[src/rtl/iob_iob2axi_wr_burst_ctrl_if.sv]
// Host job and write-engine control signals of the burst sequencer.
// master: host plus engine feedback side; slave: the sequencer itself.
// Names match the sequencer's port list so waveforms read the same either way.
interface iob_iob2axi_wr_burst_ctrl_if #(
    parameter int ADDR_W    = 32,
    parameter int AXI_LEN_W = 8,
    parameter int CNT_W     = 16
);
    logic                 start_i;
    logic [ADDR_W-1:0]    addr_i;
    logic [CNT_W-1:0]     nwords_i;
    logic                 busy_o;
    logic                 done_o;
    logic                 error_o;
    logic                 run_o;
    logic [ADDR_W-1:0]    eng_addr_o;
    logic [AXI_LEN_W-1:0] eng_length_o;
    logic                 eng_ready_i;
    logic                 eng_error_i;

    modport master (
        output start_i, addr_i, nwords_i, eng_ready_i, eng_error_i,
        input  busy_o, done_o, error_o, run_o, eng_addr_o, eng_length_o
    );

    modport slave (
        input  start_i, addr_i, nwords_i, eng_ready_i, eng_error_i,
        output busy_o, done_o, error_o, run_o, eng_addr_o, eng_length_o
    );
endinterface

[src/rtl/iob_iob2axi_wr_burst_ctrl.sv]
// Splits a host write job into AXI INCR bursts (<= MAX_BURST beats, no BOUNDARY crossing).
// Latency: start -> CALC -> ISSUE -> engine -> FINISH; done_o two cycles after start for empty/bad jobs.
// Backpressure: a burst is issued only while eng_ready_i is high; start_i is ignored while busy_o.
module iob_iob2axi_wr_burst_ctrl #(
    parameter int ADDR_W    = 32,
    parameter int DATA_W    = 32,
    parameter int AXI_LEN_W = 8,
    parameter int CNT_W     = 16,
    parameter int MAX_BURST = 256,
    parameter int BOUNDARY  = 4096
) (
    input  logic clk_i,
    input  logic rst_i,
    iob_iob2axi_wr_burst_ctrl_if.slave bus
);
    localparam int BYTES = DATA_W / 8;
    localparam int BSH   = $clog2(BYTES);
    localparam int PG_W  = $clog2(BOUNDARY);
    localparam int BW    = AXI_LEN_W + 1;
    // Common width wide enough for the remaining count, page beats and MAX_BURST.
    localparam int CW    = CNT_W + BW + PG_W + 1;

    typedef enum logic [2:0] {
        S_IDLE,
        S_CALC,
        S_ISSUE,
        S_WAIT_ACK,
        S_WAIT_DONE,
        S_FINISH
    } state_t;

    state_t            state;
    logic [ADDR_W-1:0] cur_addr;
    logic [CNT_W-1:0]  remaining;
    logic [BW-1:0]     beats;
    logic              err;

    logic [CW-1:0]     page_beats;
    logic [BW-1:0]     calc_beats;
    logic [CNT_W-1:0]  rem_upd;
    logic              err_upd;
    logic              misalign;

    // Burst size: smallest of words left, burst cap and beats left in the current page.
    always_comb begin
        page_beats = (CW'(BOUNDARY) - CW'(cur_addr[PG_W-1:0])) >> BSH;
        calc_beats = BW'(MAX_BURST);
        if (CW'(remaining) < CW'(calc_beats))
            calc_beats = BW'(remaining);
        if (page_beats < CW'(calc_beats))
            calc_beats = BW'(page_beats);
    end

    assign rem_upd  = remaining - CNT_W'(beats);
    assign err_upd  = err | bus.eng_error_i;
    assign misalign = (bus.addr_i & ADDR_W'(BYTES - 1)) != '0;

    // Run strobe follows engine ready while a burst is pending; reset drops it immediately.
    assign bus.run_o = (state == S_ISSUE) && bus.eng_ready_i;

    // Job sequencer with registered host and engine-control outputs.
    always_ff @(posedge clk_i or posedge rst_i) begin
        if (rst_i) begin
            state            <= S_IDLE;
            cur_addr         <= '0;
            remaining        <= '0;
            beats            <= '0;
            err              <= 1'b0;
            bus.busy_o       <= 1'b0;
            bus.done_o       <= 1'b0;
            bus.error_o      <= 1'b0;
            bus.eng_addr_o   <= '0;
            bus.eng_length_o <= '0;
        end else begin
            bus.done_o <= 1'b0;
            case (state)
                S_IDLE: begin
                    // busy_o is still high in the done cycle; it falls here.
                    if (bus.busy_o) begin
                        bus.busy_o <= 1'b0;
                    end else if (bus.start_i) begin
                        cur_addr    <= bus.addr_i;
                        remaining   <= bus.nwords_i;
                        err         <= misalign;
                        bus.error_o <= 1'b0;
                        bus.busy_o  <= 1'b1;
                        state       <= (misalign || bus.nwords_i == '0) ? S_FINISH : S_CALC;
                    end
                end
                S_CALC: begin
                    beats            <= calc_beats;
                    bus.eng_addr_o   <= cur_addr;
                    bus.eng_length_o <= AXI_LEN_W'(calc_beats - BW'(1));
                    state            <= S_ISSUE;
                end
                S_ISSUE: begin
                    if (bus.eng_ready_i)
                        state <= S_WAIT_ACK;
                end
                S_WAIT_ACK: begin
                    if (!bus.eng_ready_i)
                        state <= S_WAIT_DONE;
                end
                S_WAIT_DONE: begin
                    if (bus.eng_ready_i) begin
                        err       <= err_upd;
                        cur_addr  <= cur_addr + (ADDR_W'(beats) << BSH);
                        remaining <= rem_upd;
                        state     <= (err_upd || rem_upd == '0) ? S_FINISH : S_CALC;
                    end
                end
                S_FINISH: begin
                    bus.done_o  <= 1'b1;
                    bus.error_o <= err;
                    state       <= S_IDLE;
                end
                default: state <= S_IDLE;
            endcase
        end
    end
endmodule

[src/flat_wrapper.sv]
// flat-port wrapper written by rule: the top's interface ports become plain ports
module iob_iob2axi_wr_burst_ctrl_flat 
#(
    parameter int ADDR_W    = 32,
    parameter int DATA_W    = 32,
    parameter int AXI_LEN_W = 8,
    parameter int CNT_W     = 16,
    parameter int MAX_BURST = 256,
    parameter int BOUNDARY  = 4096
)
  (clk_i, rst_i, bus_start_i, bus_addr_i, bus_nwords_i, bus_eng_ready_i, bus_eng_error_i, bus_busy_o, bus_done_o, bus_error_o, bus_run_o, bus_eng_addr_o, bus_eng_length_o);
  iob_iob2axi_wr_burst_ctrl_if #(.ADDR_W(ADDR_W), .AXI_LEN_W(AXI_LEN_W), .CNT_W(CNT_W)) bus_i ();
  input  logic clk_i;
  input  logic rst_i;
  input wire logic [$bits(bus_i.start_i)-1:0] bus_start_i;
  input wire logic [$bits(bus_i.addr_i)-1:0] bus_addr_i;
  input wire logic [$bits(bus_i.nwords_i)-1:0] bus_nwords_i;
  input wire logic [$bits(bus_i.eng_ready_i)-1:0] bus_eng_ready_i;
  input wire logic [$bits(bus_i.eng_error_i)-1:0] bus_eng_error_i;
  output wire logic [$bits(bus_i.busy_o)-1:0] bus_busy_o;
  output wire logic [$bits(bus_i.done_o)-1:0] bus_done_o;
  output wire logic [$bits(bus_i.error_o)-1:0] bus_error_o;
  output wire logic [$bits(bus_i.run_o)-1:0] bus_run_o;
  output wire logic [$bits(bus_i.eng_addr_o)-1:0] bus_eng_addr_o;
  output wire logic [$bits(bus_i.eng_length_o)-1:0] bus_eng_length_o;
  assign bus_i.start_i = bus_start_i;
  assign bus_i.addr_i = bus_addr_i;
  assign bus_i.nwords_i = bus_nwords_i;
  assign bus_i.eng_ready_i = bus_eng_ready_i;
  assign bus_i.eng_error_i = bus_eng_error_i;
  assign bus_busy_o = bus_i.busy_o;
  assign bus_done_o = bus_i.done_o;
  assign bus_error_o = bus_i.error_o;
  assign bus_run_o = bus_i.run_o;
  assign bus_eng_addr_o = bus_i.eng_addr_o;
  assign bus_eng_length_o = bus_i.eng_length_o;
  iob_iob2axi_wr_burst_ctrl #(.ADDR_W(ADDR_W), .DATA_W(DATA_W), .AXI_LEN_W(AXI_LEN_W), .CNT_W(CNT_W), .MAX_BURST(MAX_BURST), .BOUNDARY(BOUNDARY)) u_core (.clk_i(clk_i), .rst_i(rst_i), .bus(bus_i));
endmodule
[config.mk]
export PLATFORM = sky130hd
export DESIGN_NAME = iob_iob2axi_wr_burst_ctrl_flat
export DESIGN_NICKNAME = d
export VERILOG_FILES = /design/src/rtl/iob_iob2axi_wr_burst_ctrl_if.sv /design/src/rtl/iob_iob2axi_wr_burst_ctrl.sv /design/src/flat_wrapper.sv
export SDC_FILE = /design/constraint.sdc
export NUM_CORES = 1
export LEC_CHECK = 0
export BUFFER_PORTS_ARGS = -buffer_cell sky130_fd_sc_hd__buf_2
export CAP_MARGIN = 20
export CELL_PAD_IN_SITES_DETAIL_PLACEMENT = 0
export CELL_PAD_IN_SITES_GLOBAL_PLACEMENT = 1
export CORE_MARGIN = 2
export CORE_UTILIZATION = 40
export CTS_CLUSTER_DIAMETER = 80
export DETAILED_ROUTE_END_ITERATION = 16
export PLACE_DENSITY_LB_ADDON = 0.1
export SYNTH_ARGS = -nofsm -noshare
export SYNTH_HDL_FRONTEND = slang
export SYNTH_SLANG_ARGS = --single-unit
[constraint.sdc]
create_clock -name clk_i -period 7.6 [get_ports clk_i]
set_clock_uncertainty 0.15 [all_clocks]
set_input_delay 0 -clock clk_i [delete_from_list [all_inputs] [get_ports clk_i]]
set_output_delay 0 -clock clk_i [all_outputs]
set_load 0.03 [all_outputs]
[Yosys cells after proc, flatten, opt, wreduce, memory -nomap -nowiden]
Index checks and enable logic that the tools add are counted.
Word-level totals
  bits in registers: 104
  input port bits: 53
  output and inout bits: 44
  word-level logic and storage cells: 67
Cells by class
  $add $sub $neg: 4
  magnitude comparators: 2
  equal/unequal tests: 10
  multiplexer cells: 28
  bitwise operators: 1
  reduce and logical (&&, ||, !) cells: 12
Operator list (count)
  $mux 32: 3
  $pmux 32 s2: 1
  $mux 16: 3
  $lt 36x9->1: 1
  $add 32x11->32: 1
  $logic_not 16->1: 2
  $pmux 16 s2: 1
  $reduce_bool 32->1: 1
  $mux 3: 7
  $mux 9: 2
  $lt 16x9->1 const B: 1
  $sub 16x9->16: 1
  $pmux 3 s5: 1
  $sub 13x12->14 const A: 1
  $ne 2x2->1 const B: 5
  $mux 1: 8
  $sub 8x1->8 const B: 1
  $eq 3x2->1 const B: 2
  $eq 3x3->1 const B: 2
  $reduce_and 5->1: 1
  $pmux 1 s2: 2
  $reduce_and 4->1: 1
  $reduce_bool 2->1: 2
  $eq 3x1->1 const B: 1
  5 further kinds: 6

[Logic depth before layout (Yosys ltp)]
Gate-level depths: netlist (run 1).
  depth in word-level cells: 6
  mapped depth: 21
  depth with buffers taken out: 18

[Worst setup path after synthesis (run 1)]
No wires, ideal clock.
  path type: reg2reg
  start point: register u_core.cur_addr[0]
  end point: register u_core.bus.eng_length_o[6]
  library setup time: 0.134 ns
  arrival time: 4.013 ns
  data required time: 7.316 ns
  path slack: 3.303 ns
  cell stages (with the launch flop): 20
  path buffers: 3
  period minus slack after synthesis: 4.297 ns
  path through: dfrtp_1 > or4_1 > buf_2 > or4b_4 > and2_1 > ha_1 > and3_1 > a22oi_1 > o2111a_1 > o21ai_4 > buf_6 > a31oi_1 > ha_1 > clkbuf_1 > nand4_1 > o21ai_0 > xor2_1 > nor2_1 > a21oi_1 > o21ai_1
On the way
  word-level cells in the longest chain between the ends: 4
Ends and longest elaborated chain
  start, declared: RTL line iob_iob2axi_wr_burst_ctrl.sv:33  | logic [ADDR_W-1:0] cur_addr;
  start signal, assigned: RTL line iob_iob2axi_wr_burst_ctrl.sv:82  | cur_addr <= bus.addr_i;
  start signal, assigned: RTL line iob_iob2axi_wr_burst_ctrl.sv:107  | cur_addr <= cur_addr + (ADDR_W'(beats) << BSH);
  $sub 13x12->14 *: RTL line iob_iob2axi_wr_burst_ctrl.sv:46  | page_beats = (CW'(BOUNDARY) - CW'(cur_addr[PG_W-1:0])) >> BSH;
  $lt 36x9->1: RTL line iob_iob2axi_wr_burst_ctrl.sv:50  | if (page_beats < CW'(calc_beats))
  $mux 9 *: RTL line iob_iob2axi_wr_burst_ctrl.sv:50
  $sub 8x1->8 *: RTL line iob_iob2axi_wr_burst_ctrl.sv:93  | bus.eng_length_o <= AXI_LEN_W'(calc_beats - BW'(1));
  end signal, assigned: RTL line iob_iob2axi_wr_burst_ctrl.sv:93
  end, declared: RTL line iob_iob2axi_wr_burst_ctrl_if.sv:28  | output busy_o, done_o, error_o, run_o, eng_addr_o, eng_length_o
Every way passes the cells marked *; elsewhere a longest branch is shown, timed or not.
A chain may end at the register's enable or synchronous reset.

[Worst setup path in the final report (run 1)]
  start point: register u_core.remaining[10]
  end point: register u_core.bus.eng_length_o[6]
On the way
  word-level cells in the longest chain between the ends: 5
Ends and longest elaborated chain
  start, declared: RTL line iob_iob2axi_wr_burst_ctrl.sv:34  | logic [CNT_W-1:0] remaining;
  start signal, assigned: RTL line iob_iob2axi_wr_burst_ctrl.sv:83  | remaining <= bus.nwords_i;
  start signal, assigned: RTL line iob_iob2axi_wr_burst_ctrl.sv:108  | remaining <= rem_upd;
  $lt 16x9->1 *: RTL line iob_iob2axi_wr_burst_ctrl.sv:48  | if (CW'(remaining) < CW'(calc_beats))
  $mux 9 *: RTL line iob_iob2axi_wr_burst_ctrl.sv:48
  $lt 36x9->1: RTL line iob_iob2axi_wr_burst_ctrl.sv:50
  $mux 9 *: RTL line iob_iob2axi_wr_burst_ctrl.sv:50
  $sub 8x1->8 *: RTL line iob_iob2axi_wr_burst_ctrl.sv:93
Marks and branches as above.

==> out/summary.txt, run 1 <==
Status -> finished, final reports clean
Final Core Density -> 49.14%
DRC Markers -> 0
Critical-path top delay cell -> nor4_1
Width of the die -> 133.0 um
Grt ovf -> 0
Via count -> 6,470
Post-synthesis mux area share -> 1.429%
Slew Limit Fails -> 0
Die Height -> 133.0 um
Number of max-cap violations -> 0
Yosys cell types -> 67
RSZ-0062 raised after global routing -> false
Setup Fix Bufs, Post-CTS -> 0
Worst vdd ir -> 205.7 uV
Power, Total -> 0.003808 W
CP arrival -> 4940 ps
Synth Warn # -> 0
Power Internal -> 0.001863 W
Routability cong. -> 0.9541
Switch share -> 51.07%
# resized after CTS -> 0
Largest net degree at the start of global routing -> 66
Relative slew slack -> 39.89%
Io pins -> 97
Synth Instances -> 826
Final antenna-violating net count -> 0
Synth Flop Type -> dfrtp_1
# rows -> 47
WL final -> 20.90 mm
Period utilization -> 63.92%
CTS root buffer -> clkbuf_16
WL/cell -> 17.99 um
Worst path max stage delay -> 790 ps
CP most frequent cell -> ha_1
Power share of the clock group -> 12.8%
Slew @ Worst Pin -> 895.7 ps
Post-Synth XOR/XNOR Area -> 3.290%
Type of origin of the critical path -> flip-flop
Fillers -> 1,685
Vias in the first global route -> 6,321
Post-synthesis compound-gate area fraction -> 19.61%
Top delay family on crit path -> simple AND/OR/NAND/NOR gates
Starting Density -> 40.56%
Initial antenna violation count -> 0
Final hold slack -> 26.66 ps
Tightest Hold Check Type -> input port to flip-flop
Fmax -> 205.8 MHz
Buffers & Inverters on Critical Path -> 0
DP HPWL -> 14.72 mm
Maximum clock path buffer count -> 2
TritonRoute pass-1 iters -> 5
Lkg Pwr -> 3.651 nW
Die area -> 0.01769 mm2
Syn Std Cell Area -> 0.006655 mm2
Sequential fraction of the synthesis area -> 39.11%
GRT Util Overall -> 24.07%
Layout cells sized above 1 -> 14.12%
#FFs+latches synth -> 104
Switching power of the nets -> 0.001945 W
Clock sink total -> 104
Via density -> 5.568
Critical Path End Type -> flip-flop
Setup TNS -> 0 ps
Comb pwr share -> 57.2%
Part of the power in registers -> 30.0%
CP Cell Sequence -> nor4_1, and2_1, nand2_1, ha_1, a21o_1, a221oi_1, o21ai_4, a31oi_1, ha_1, nand4_1, o21ai_0, xor2_1, nor2_1, a21oi_1, o21ai_1
Synth Area in Simple Gates -> 26.06%
Htree depth -> 3
EDFF count, synth -> 0
CTS buffer count -> 9
Syn Nets -> 908
# setup viols final -> 0
Synth Area per Inst -> 8.057 um2
Critical Path RT -> 7680 ps
# diodes -> 0
Worst skew pair latency -> 360 ps
Critical path type -> flip-flop to flip-flop
First-pass GRT wire length -> 34.04 mm
CTS clk-pin slew, worst paths -> 80 ps
Post-Synth Adder-Cell Area -> 5.678%
CTS Hold Bufs -> 51
Synth-to-layout area growth -> 21.15%
DRT iter0 DRCs -> 378
Async set-reset flop share out of synthesis -> 100.0%
CP max FO -> 23
Nets -> 1,019
Largest family of logic cells by synthesized area -> simple AND/OR/NAND/NOR gates
Minimum clock period -> 4858 ps
Hold Fails Final Rpt -> 0
CTS tree -> yes
Core Footprint -> 0.01641 mm2
PortBufs -> 96
Power per Cell Area -> 472.3 mW/mm2
-- per-stage QoR --
stage | std cells | instance area, um2 | worst slack (ps)
floorplan | 826 | 6655 | 3303
global placement | 1095 | 7256 | 3000
detailed placement | 1095 | 7256 | 2855
CTS | 1162 | 8063 | 2789
global route | 1162 | 8063 | 2306
finish | 1162 | 8063 | 2742
-- sequential cells by signal, summed over array words and instances (netlist names) --
name and cells:
u_core.bus.done_o 1, u_core.state 3, u_core.bus.eng_addr_o 32, u_core.beats 9, u_core.bus.eng_length_o 8, u_core.err 1, u_core.bus.busy_o 1, u_core.cur_addr 32
u_core.remaining 16, u_core.bus.error_o 1
-- power by group through the flow --
| stage | Combinational (W) | Clock [W] | Sequential [W] |
|---|---|---|---|
| 4_1_cts | 0.00217 | 0.000499 | 0.00114 |
| 5_1_grt | 0.00241 | 0.000517 | 0.00119 |
| 2_1_floorplan | 0.00147 | 0 | 0.00121 |
| 3_3_place_gp | 0.00211 | 0 | 0.00113 |
| 3_5_place_dp | 0.00214 | 0 | 0.00115 |
| 6_report | 0.00218 | 0.000489 | 0.00114 |
-- kinds of logic (layout without fill, tap and decap cells) --
logic type / Yosys count / count (layout)
and+or+nand+nor: 378 / 378
AOI/OAI and AO/OA: 200 / 200
DFF: 104 / 104
buffers and inverters: 81 / 197
adders and majority gates: 29 / 29
xor gates and xnor gates: 25 / 25
muxes: 9 / 9
-- path summary, 6_finish.rpt --
check | startpoint | end | slack [ps] | depth (start not counted)
min reg2reg | u_core.bus.eng_addr_o[9] | u_core.bus.eng_addr_o[9] | 320 | 2
min in group asynchronous | rst_i | u_core.bus.eng_addr_o[12] | 60 | 3
max | u_core.remaining[10] | u_core.bus.eng_length_o[6] | 2740 | 15
max in group asynchronous | rst_i | u_core.beats[4] | 5950 | 4
min | bus_addr_i[20] | u_core.cur_addr[20] | 30 | 4
max reg2reg | u_core.remaining[10] | u_core.bus.eng_length_o[6] | 2740 | 15
-- cells in the final DEF (no fill, tap or decap), types with 4 or more instances in the layout --
| master | instances |
|---|---|
| a211oi_1 | 8 |
| a21o_1 | 7 |
| a21oi_1 | 42 |
| a2bb2oi_1 | 6 |
| a31oi_1 | 15 |
| and2_1 | 7 |
| and3_1 | 13 |
| buf_2 | 96 |
| buf_4 | 8 |
| clkbuf_16 | 9 |
| dfrtp_1 | 104 |
| dlygate4sd3_1 | 51 |
| ha_1 | 27 |
| inv_1 | 25 |
| mux2i_1 | 8 |
| nand2_1 | 179 |
| nand2b_1 | 7 |
| nand3_1 | 33 |
| nand4_1 | 14 |
| nor2_1 | 63 |
| nor3_1 | 22 |
| nor4_1 | 14 |
| o2111ai_1 | 4 |
| o211ai_1 | 7 |
| o21a_1 | 10 |
| o21ai_0 | 35 |
| o21ai_1 | 18 |
| o22a_1 | 5 |
| o22ai_1 | 9 |
| o31ai_1 | 4 |
| or3_1 | 4 |
| or4_1 | 4 |
| xnor2_1 | 12 |
| xor2_1 | 13 |
-- routing by layer --
metal / GRT usage [%] / up-vias / wire, um
met5: 0 / - / 0
met4: 6.631 / 0 / 304
met3: 3.257 / 24 / 958
met2: 37.05 / 167 / 9386
met1: 35.51 / 3127 / 10250
li1: - / 3152 / -
-- cells in the mapped netlist, types with 3 or more instances --
cell / number / area share [%]
o211ai_1: 7 / 0.79
o21a_1: 10 / 1.1
nand4_1: 14 / 1.3
dfrtp_1: 104 / 39
o22a_1: 5 / 0.66
o31ai_1: 4 / 0.45
inv_1: 26 / 1.5
mux2i_1: 8 / 1.2
o22ai_1: 9 / 0.85
nor4_1: 14 / 1.3
clkbuf_1: 46 / 2.6
a211oi_1: 8 / 0.90
a21oi_1: 42 / 3.2
nand2b_1: 7 / 0.66
o311ai_0: 3 / 0.39
and2_1: 8 / 0.75
ha_1: 27 / 5.1
xnor2_1: 12 / 1.6
a2bb2oi_1: 6 / 0.79
or3_1: 4 / 0.38
nand3_1: 33 / 2.5
nor2b_1: 3 / 0.28
and3_1: 13 / 1.2
buf_1: 5 / 0.28
nor2_1: 63 / 3.6
o21bai_1: 3 / 0.34
nor3_1: 22 / 1.7
xor2_1: 13 / 1.7
o21ai_1: 18 / 1.4
o2111ai_1: 4 / 0.53
a31oi_1: 15 / 1.4
o21ai_0: 35 / 2.6
or4_1: 4 / 0.45
a21o_1: 7 / 0.79
nand2_1: 179 / 10
nor4b_1: 3 / 0.39
-- layout make-up --
type	count	area [um2]	area share, %
multi-input combinational	641	3737	46.35
sequential	104	2603	32.28
timing repair buffer	155	1051	13.04
tap	220	275.3	3.414
clock buffer	10	229.0	2.840
inverter	26	100.1	1.241
clock inverter	6	67.56	0.8380
-- worst reg2reg max path, stage by stage, from the launching register on --
cell	delay [ps]
dfrtp_1	440
nor4_1	790
and2_1	570
nand2_1	170
ha_1	330
a21o_1	190
a221oi_1	440
o21ai_4	260
a31oi_1	310
ha_1	390
nand4_1	120
o21ai_0	120
xor2_1	160
nor2_1	50
a21oi_1	170
o21ai_1	80
No activity file was read; power rests on OpenSTA's default activity.
==> inputs of run 2 (changes only) <==
--- a/config.mk
+++ b/config.mk
@@ -10,7 +10,7 @@
 export CELL_PAD_IN_SITES_DETAIL_PLACEMENT = 0
 export CELL_PAD_IN_SITES_GLOBAL_PLACEMENT = 1
 export CORE_MARGIN = 2
-export CORE_UTILIZATION = 40
+export CORE_UTILIZATION = 39
 export CTS_CLUSTER_DIAMETER = 80
 export DETAILED_ROUTE_END_ITERATION = 16
 export PLACE_DENSITY_LB_ADDON = 0.1
==> constraint.sdc (replaced) <==
create_clock -name clk_i -period 4.3 [get_ports clk_i]
set_clock_uncertainty 0.15 [all_clocks]
set_input_delay 0 -clock clk_i [delete_from_list [all_inputs] [get_ports clk_i]]
set_output_delay 0 -clock clk_i [all_outputs]
set_load 0.03 [all_outputs]
==> out/summary.txt, run 2 (synthesized netlist as in run 1, its figures left out) <==
Routability cong. -> 0.9438
Critical Path End Type -> flip-flop
CP max FO -> 5
Final antenna-violating net count -> 0
Met2 usage -> 37.23%
Cell Count, Final, Fillers Out -> 1,188
Grt ovf -> 0
Setup TNS -> 0 ps
Met3 usage -> 2.890%
Slew @ Worst Pin -> 879.3 ps
WL final -> 21.25 mm
Worst reg-to-reg setup slack -> 210 ps
CTS clk-pin slew, worst paths -> 80 ps
Tightest Hold Check Type -> input port to flip-flop
Fillers -> 1,668
Core Footprint -> 0.01664 mm2
Worst vdd ir -> 334.9 uV
Critical Path RT -> 4360 ps
Type of origin of the critical path -> flip-flop
Via density -> 5.533
Via count -> 6,573
TritonRoute pass-1 iters -> 5
Switching power of the nets -> 0.003495 W
CTS root buffer -> clkbuf_16
Vias in the first global route -> 6,377
Setup Fix Bufs, Post-CTS -> 0
Nets -> 1,045
Min-delay src -> bus_addr_i[20]
Most frequent cells in the layout -> nand2_1 (179), dfrtp_1 (104), buf_2 (96)
Lkg Pwr -> 3.771 nW
Starting Density -> 39.99%
Part of the power in registers -> 27.3%
# rows -> 47
Power per Cell Area -> 832.7 mW/mm2
# setup viols final -> 0
Period utilization -> 95.12%
Status -> finished, final reports clean
CTS buffer count -> 9
First-pass GRT wire length -> 34.69 mm
Io pins -> 97
PortBufs -> 96
Comb pwr share -> 60.8%
Maximum clock path buffer count -> 2
Power share of the clock group -> 11.9%
Largest registers -> u_core.bus.eng_addr_o: 32 flops, u_core.cur_addr: 32 flops, u_core.remaining: 16 flops
Initial antenna violation count -> 0
Hold path depth -> 4
Origin of the critical flop-to-flop path -> u_core.cur_addr[0]
Hold Fails Final Rpt -> 0
# diodes -> 0
Layout cells sized above 1 -> 17.15%
Synth-to-layout area growth -> 24.48%
Largest net degree at the start of global routing -> 71
Fmax -> 244.5 MHz
Relative slew slack -> 41.38%
DRC Markers -> 0
Die Height -> 134.6 um
GRT Util Overall -> 24.24%
Min-Delay Endpoint -> u_core.cur_addr[20]
Power Internal -> 0.003404 W
Switch share -> 50.66%
Most common cell after layout, fill and taps aside -> nand2_1
CP arrival -> 4150 ps
Met1 Use GR -> 36.52%
Slew Limit Fails -> 0
WL/cell -> 17.89 um
Htree depth -> 3
Clock sink total -> 104
DP HPWL -> 15.60 mm
Final Core Density -> 49.78%
Width of the die -> 134.6 um
Critical path type -> flip-flop to flip-flop
FF-to-FF path depth -> 15
Minimum clock period -> 4090 ps
Number of max-cap violations -> 0
Worst skew pair latency -> 350 ps
Inst Count DP -> 1,121
Die area -> 0.01813 mm2
CTS tree -> yes
RSZ-0062 raised after global routing -> false
Busiest grt layer -> met2
Terminus of the critical flop-to-flop path -> u_core.bus.eng_length_o[6]
DRT iter0 DRCs -> 451
## run 2: final cells by class
type | count | area (um2) | area share (%)
multi-input cells | 641 | 3770 | 45.51
clock inverters | 6 | 51.30 | 0.6192
repair buffers | 181 | 1246 | 15.04
clock buffers | 10 | 239.0 | 2.885
well taps | 220 | 275.3 | 3.323
flip-flops and latches | 104 | 2603 | 31.42
inverters | 26 | 100.1 | 1.208
## run 2: worst max path at each step
stage	from	to	slack [ps]	cells past startpoint
6_report	u_core.cur_addr[0]	u_core.bus.eng_length_o[6]	210	15
5_1_grt	u_core.cur_addr[0]	u_core.bus.eng_length_o[6]	30	15
4_1_cts	u_core.cur_addr[0]	u_core.bus.eng_length_o[6]	80	15
3_5_place_dp	u_core.cur_addr[0]	u_core.bus.eng_length_o[6]	100	15
3_3_place_gp	u_core.cur_addr[0]	u_core.bus.eng_length_o[6]	170	15
2_1_floorplan	u_core.cur_addr[0]	u_core.bus.eng_length_o[6]	3	19
## run 2: power groups by stage
| stage | sequential, W | clock [W] | combinational (W) |
|---|---|---|---|
| floorplan | 0.00214 | 0 | 0.00260 |
| global placement | 0.00187 | 0 | 0.00406 |
| detailed placement | 0.00189 | 0 | 0.00410 |
| CTS | 0.00187 | 0.000847 | 0.00415 |
| global route | 0.00196 | 0.000877 | 0.00464 |
| finish | 0.00188 | 0.000822 | 0.00419 |
## run 2: metal layers
layer,vias to the layer above,wire length [um]
met5,-,0
met4,0,185
met3,16,1076
met2,186,9541
met1,3172,10450
li1,3199,-
## run 2: timing repair
action | 4_1_cts | 5_1_grt
hold buffers | 51 | 0
hold endpoints to repair | 119 | 0
setup endpoints to repair | 0 | 2
gates resized for setup | 0 | 8
## run 2: stage by stage
stage | total power (W) | cell area (um2) | hold WS (ps) | setup slack, ps
3_3_place_gp | 0.005931 | 7451 | 96.45 | 171.3
3_5_place_dp | 0.005992 | 7451 | 91.19 | 100.5
4_1_cts | 0.006873 | 8252 | 13.55 | 80.15
5_1_grt | 0.007479 | 8284 | 81.46 | 33.02
2_1_floorplan | 0.004748 | 6655 | -44.56 | 2.667
6_report | 0.006898 | 8284 | 36.38 | 210.0
## run 2: worst max-delay path, cell delays in order, from the launching register on
cell and delay [ps]:
dfrtp_1 390, or4_4 550, or4b_4 520, xor2_1 180, ha_1 330, and3_1 190, a22oi_1 180, o2111a_1 250
o21ai_4 100, mux2_4 320, ha_2 200, buf_4 160, a21oi_1 160, a311oi_2 60, a21oi_1 170, o21ai_1 70
